File: src/rtl/sweep_ctrl_if.sv
// Bundles the sweep controller's control inputs, sweep bounds, counter
// feedback and counter drive outputs. The controller connects through the
// slave modport; the side that drives the controls uses the master modport.
interface sweep_ctrl_if #(
    parameter int N = 4
);
    logic         start;
    logic         stop;
    logic         pause;
    logic [N-1:0] lo;
    logic [N-1:0] hi;
    logic [7:0]   passes;
    logic [N-1:0] q;

    logic         en_b;
    logic         load_b;
    logic         up;
    logic [N-1:0] load_in;
    logic         busy;
    logic         done;
    logic         err;

    modport slave (
        input  start, stop, pause, lo, hi, passes, q,
        output en_b, load_b, up, load_in, busy, done, err
    );

    modport master (
        output start, stop, pause, lo, hi, passes, q,
        input  en_b, load_b, up, load_in, busy, done, err
    );
endinterface

File: src/rtl/sweep_ctrl.sv
// Sweep controller for an external up/down counter: loads lo, ramps up to hi
// and back down to lo for a programmed number of round trips (0 = run until
// stopped). Aborts on stop or on counter feedback outside [lo, hi].
//
// state  | meaning
// IDLE   | waiting for start; bounds and pass count are sampled here
// LOAD   | counter is loaded with lo
// UP     | counter incrementing toward hi
// DOWN   | counter decrementing toward lo
// DONE   | one-cycle completion pulse, counter held at lo
module sweep_ctrl #(
    parameter int N = 4
) (
    input  logic        clk,
    input  logic        reset,
    sweep_ctrl_if.slave bus
);
    typedef enum logic [2:0] {
        S_IDLE,
        S_LOAD,
        S_UP,
        S_DOWN,
        S_DONE
    } state_t;

    localparam logic [N-1:0] ONE = {{(N-1){1'b0}}, 1'b1};

    state_t       r_state;
    logic [N-1:0] r_lo;
    logic [N-1:0] r_hi;
    logic [7:0]   r_passes;
    logic [7:0]   r_pass_cnt;
    logic         r_err;

    logic [N-1:0] w_hi_m1;
    logic [N-1:0] w_lo_p1;
    logic         w_sweeping;
    logic         w_range_bad;
    logic         w_counting;

    // Turn points; hi > lo is guaranteed once a sweep is accepted, so neither wraps.
    assign w_hi_m1     = r_hi - ONE;
    assign w_lo_p1     = r_lo + ONE;
    assign w_sweeping  = (r_state == S_UP) || (r_state == S_DOWN);
    assign w_range_bad = w_sweeping && ((bus.q < r_lo) || (bus.q > r_hi));
    assign w_counting  = (r_state == S_LOAD) || w_sweeping;

    // Counter drive is decoded straight from state so pause gates the enable immediately.
    assign bus.en_b    = !(w_counting && !bus.pause);
    assign bus.load_b  = (r_state != S_LOAD);
    assign bus.up      = (r_state == S_UP);
    assign bus.load_in = r_lo;
    assign bus.busy    = (r_state != S_IDLE);
    assign bus.done    = (r_state == S_DONE);
    assign bus.err     = r_err;

    // Sequencer: stop beats a range fault, which beats pause, which beats normal stepping.
    always_ff @(posedge clk) begin
        if (reset) begin
            r_state    <= S_IDLE;
            r_lo       <= '0;
            r_hi       <= '0;
            r_passes   <= '0;
            r_pass_cnt <= '0;
            r_err      <= 1'b0;
        end else begin
            r_err <= 1'b0;
            if (bus.stop && (r_state != S_IDLE)) begin
                r_state <= S_IDLE;
            end else if (w_range_bad) begin
                r_state <= S_IDLE;
                r_err   <= 1'b1;
            end else if (!bus.pause) begin
                case (r_state)
                    S_IDLE: begin
                        if (bus.start) begin
                            if (bus.hi > bus.lo) begin
                                r_lo       <= bus.lo;
                                r_hi       <= bus.hi;
                                r_passes   <= bus.passes;
                                r_pass_cnt <= bus.passes;
                                r_state    <= S_LOAD;
                            end else begin
                                r_err <= 1'b1;
                            end
                        end
                    end
                    S_LOAD: r_state <= S_UP;
                    S_UP: begin
                        if (bus.q == w_hi_m1) r_state <= S_DOWN;
                    end
                    S_DOWN: begin
                        if (bus.q == w_lo_p1) begin
                            if ((r_passes != 8'd0) && (r_pass_cnt == 8'd1)) begin
                                r_state <= S_DONE;
                            end else begin
                                r_state <= S_UP;
                                if (r_passes != 8'd0) r_pass_cnt <= r_pass_cnt - 8'd1;
                            end
                        end
                    end
                    S_DONE:  r_state <= S_IDLE;
                    default: r_state <= S_IDLE;
                endcase
            end
        end
    end
endmodule

File: src/flat_wrapper.sv
// flat-port wrapper written by rule: the top's interface ports become plain ports
module sweep_ctrl_flat 
#(
    parameter int N = 4
)
  (clk, reset, bus_start, bus_stop, bus_pause, bus_lo, bus_hi, bus_passes, bus_q, bus_en_b, bus_load_b, bus_up, bus_load_in, bus_busy, bus_done, bus_err);
  sweep_ctrl_if #(.N(N)) bus_i ();
  input  logic clk;
  input  logic reset;
  input wire logic [$bits(bus_i.start)-1:0] bus_start;
  input wire logic [$bits(bus_i.stop)-1:0] bus_stop;
  input wire logic [$bits(bus_i.pause)-1:0] bus_pause;
  input wire logic [$bits(bus_i.lo)-1:0] bus_lo;
  input wire logic [$bits(bus_i.hi)-1:0] bus_hi;
  input wire logic [$bits(bus_i.passes)-1:0] bus_passes;
  input wire logic [$bits(bus_i.q)-1:0] bus_q;
  output wire logic [$bits(bus_i.en_b)-1:0] bus_en_b;
  output wire logic [$bits(bus_i.load_b)-1:0] bus_load_b;
  output wire logic [$bits(bus_i.up)-1:0] bus_up;
  output wire logic [$bits(bus_i.load_in)-1:0] bus_load_in;
  output wire logic [$bits(bus_i.busy)-1:0] bus_busy;
  output wire logic [$bits(bus_i.done)-1:0] bus_done;
  output wire logic [$bits(bus_i.err)-1:0] bus_err;
  assign bus_i.start = bus_start;
  assign bus_i.stop = bus_stop;
  assign bus_i.pause = bus_pause;
  assign bus_i.lo = bus_lo;
  assign bus_i.hi = bus_hi;
  assign bus_i.passes = bus_passes;
  assign bus_i.q = bus_q;
  assign bus_en_b = bus_i.en_b;
  assign bus_load_b = bus_i.load_b;
  assign bus_up = bus_i.up;
  assign bus_load_in = bus_i.load_in;
  assign bus_busy = bus_i.busy;
  assign bus_done = bus_i.done;
  assign bus_err = bus_i.err;
  sweep_ctrl #(.N(N)) u_core (.clk(clk), .reset(reset), .bus(bus_i));
endmodule
File: config.mk
export PLATFORM = sky130hd
export DESIGN_NAME = sweep_ctrl_flat
export DESIGN_NICKNAME = d
export VERILOG_FILES = /design/src/rtl/sweep_ctrl_if.sv /design/src/rtl/sweep_ctrl.sv /design/src/flat_wrapper.sv
export SDC_FILE = /design/constraint.sdc
export NUM_CORES = 1
export LEC_CHECK = 0
export CORE_ASPECT_RATIO = 0.7
export CORE_MARGIN = 3
export CORE_UTILIZATION = 30
export CTS_CLUSTER_DIAMETER = 100
export DETAILED_ROUTE_END_ITERATION = 7
export PLACE_DENSITY = 0.5
export SKIP_CTS_REPAIR_TIMING = 1
export SLEW_MARGIN = 20
export SYNTH_ARGS = -nofsm -noshare
export SYNTH_HDL_FRONTEND = slang
export SYNTH_SLANG_ARGS = --single-unit
File: constraint.sdc
create_clock -name clk -period 3 [get_ports clk]
set_input_delay 0.9 -clock clk [delete_from_list [all_inputs] [get_ports clk]]
set_output_delay 0.9 -clock clk [all_outputs]
set_load 0.01 [all_outputs]
==> impl_metrics.toml <==
[status]
run_status = "finished clean"

[clock_tree]
cts_tree = "done"
clock_latency_ns = 0.28
cts.path.max_buffers = 2
cts_root_buffer = "clkbuf_8"
clock-sinks = 28
h-tree-depth = 1
path_clk_slew_ns = 0.10
cts_inserted_buffers = 3

[die]
die_y_microns = 71.7
core_sq_um = 5840
die_x_microns = 99.8
initial_core_util_pct = 31.7
io_pins = 35
rows = 23
dieArea_sq_um = 7160

[grt]
grt_first_pass_wirelength_mm = 8.49
grt-ovfl-total = 0
antenna_found_initial = 0
grt_pass1_vias = 1689
grt_use_total_pct = 14.9
grt_max_degree = 22

[finish]
final_common_cell = "clkdlybuf4s50_1"
ff_latch_area_sq_um = 561
multi_input_area_sq_um = 1190
fillers = 608
nets = 317
final_util_pct = 42.2
diodes = 0
synthToLayoutAreaGrowth_pct = 33.4
layout-drive-gt1-share_pct = 12.0
layout_common_cells = "33 x clkdlybuf4s50_1, 29 x nor2_1, 28 x dfxtp_1"

[setup_path]
worst-path-max-fanout = 4
worstSetupPathType = "in2reg"
critPathMaxStageDelay_ns = 0.46
crit_chain = "clkdlybuf4s50_1 -> inv_1 -> ha_1 -> or3_1 -> o32ai_4 -> o2111ai_2 -> or3_1 -> a21oi_2"
worst-path-buf-inv = 2
cp_top_family = "simple AND/OR/NAND/NOR gates"
cp-end-kind = "flip-flop"
reg2reg_setup_slack_ns = 0.68
cp_common_cell = "or3_1"
crit_required_ns = 3.23
cp_data_arrival_time_ns = 3.14
critPathSlowestCell = "clkdlybuf4s50_1"
worstSetupStartpointType = "input pin"

[pwr]
power_leakage_nw = 0.943
fin_total_pwr_w = 0.000925
p_per_area_nw_per_um2 = 375
vdd.ir_drop.worst_uv = 157

[timing]
hold_viol_final = 0
clock_skew_ns = 0.0105
slew_headroom_pct = 60.8
setup_viol = 0
fmax_mhz = 343
fin_crit_sh_pct = 97.2
rsz0062_at_grt = "no"
tightest_slew_ns = 0.587
post-route-min-period_ns = 2.92
fin_setup_tns_ns = 0
slew_viol_final = 0

[yosys]
syn_nets = 266
syn_avg_cell_area_sq_um = 8.22
yosysSeqAreaShare_pct = 30.3
ys_types = 42
ys_seq_elements = 28
syn_inst = 225
synth-edff-count = 0
synth-async-reset-ratio_pct = 0
synth_ff_type = "dfxtp_1"
yosys_warnings = 0
synth_area_sq_um = 1850

[placed_design]
hpwl_mm = 4.04
gp_congestion = 0.850
io_buffers = 34

[run]
drv_cap = 0

[worst_hold_path]
hold_path_class = "reg2reg"

[route]
drc = 0
vias = 1737
dr.pass1.iters = 4
drt_iter0_drc = 132
wl_mm = 5.10
routed_via_density = 4.98
final_antenna_net_count = 0
wl_per_cell_microns = 14.6
-- final timing paths --
| check | startpoint | endpoint | depth (start not counted) |
|---|---|---|---|
| setup / recovery | bus_q[0] | u_core.r_state[2] | 8 |
| hold reg to reg | u_core.r_passes[3] | u_core.r_passes[3] | 2 |
| setup reg to reg | u_core.r_hi[0] | u_core.r_state[2] | 8 |
| hold / removal | u_core.r_passes[3] | u_core.r_passes[3] | 2 |
-- where the power goes --
group	internal (W)	switching, W	total [W]
sequential	0.000392	0.0000211	0.000413
combinational	0.000153	0.000147	0.000300
clock	0.0000905	0.000121	0.000212
total	0.000635	0.000290	0.000925
-- cell type report --
type | count | share of cell area (%)
Inverter | 16 | 2.43
Timing Repair Buffer | 56 | 21.1
Tap cell | 75 | 3.80
Sequential cell | 28 | 22.7
Multi-Input combinational cell | 171 | 48.3
Clock buffer | 3 | 1.67
-- worst register-to-register path, cell delays in order (launching register included) --
cell	delay, ns
dfxtp_1	0.40
inv_1	0.06
ha_1	0.30
xnor2_1	0.13
or3_1	0.35
o32ai_4	0.30
o2111ai_2	0.20
or3_1	0.40
a21oi_2	0.13
-- registers in the layout (all words and copies together), names as in the netlist --
name                cells
u_core.r_pass_cnt       8
u_core.r_passes         8
u_core.bus.load_in      4
u_core.r_hi             4
u_core.r_state          3
u_core.bus.err          1
-- cell usage after synthesis (3+ instances only) --
library cell	n	area, sq um
nor3_1	7	35.0
a32o_1	6	60.1
mux2i_1	15	150
clkbuf_1	6	22.5
nand3_1	10	50.1
buf_2	3	15.0
nor4_1	4	25.0
xnor2_1	8	70.1
inv_1	16	60.1
o211ai_1	4	30.0
o21ai_0	7	35.0
nand4_1	5	31.3
or3_1	6	37.5
ha_1	16	200
nand2_1	13	48.8
nor2_1	29	109
dfxtp_1	28	561
a21oi_1	13	65.1
-- per-stage QoR --
| stage | worst slack [ns] | hold slack (ns) | cells | instance area, sq um |
|---|---|---|---|---|
| 2_1_floorplan | 0.366 | 0.454 | 225 | 1850 |
| 3_3_place_gp | -0.154 | 0.481 | 345 | 2400 |
| 3_5_place_dp | -0.212 | 0.489 | 345 | 2400 |
| 4_1_cts | 0.0295 | 0.513 | 348 | 2450 |
| 5_1_grt | 0.00217 | 0.539 | 349 | 2470 |
| 6_report | 0.0844 | 0.504 | 349 | 2470 |
-- metal layers --
metal  GRT usage [%]  wire length [microns]  vias to the layer above  part of all wire (%)
met5               0                      0                        -                     0
met4            3.48                     36                        0                  0.71
met3            2.63                    288                        4                   5.6
met2            19.8                   1910                       43                    37
met1            24.2                   2870                      779                    56
li1                -                      -                      911                     -
-- cell families (layout without fill, tap and decap cells) --
logic type               count (synthesis)  in the layout  synth area share (%)
adder cells (fa/ha/maj)                 16             16                  10.8
flip-flops                              28             28                  30.3
XOR/XNOR                                10             10                  4.74
AND/OR/NAND/NOR                         85             85                  22.1
buffers and inverters                   26             75                  5.89
AO/OA/AOI/OAI                           45             45                  18.0
multiplexers                            15             15                  8.12
No activity file was read; power rests on OpenSTA's default activity.
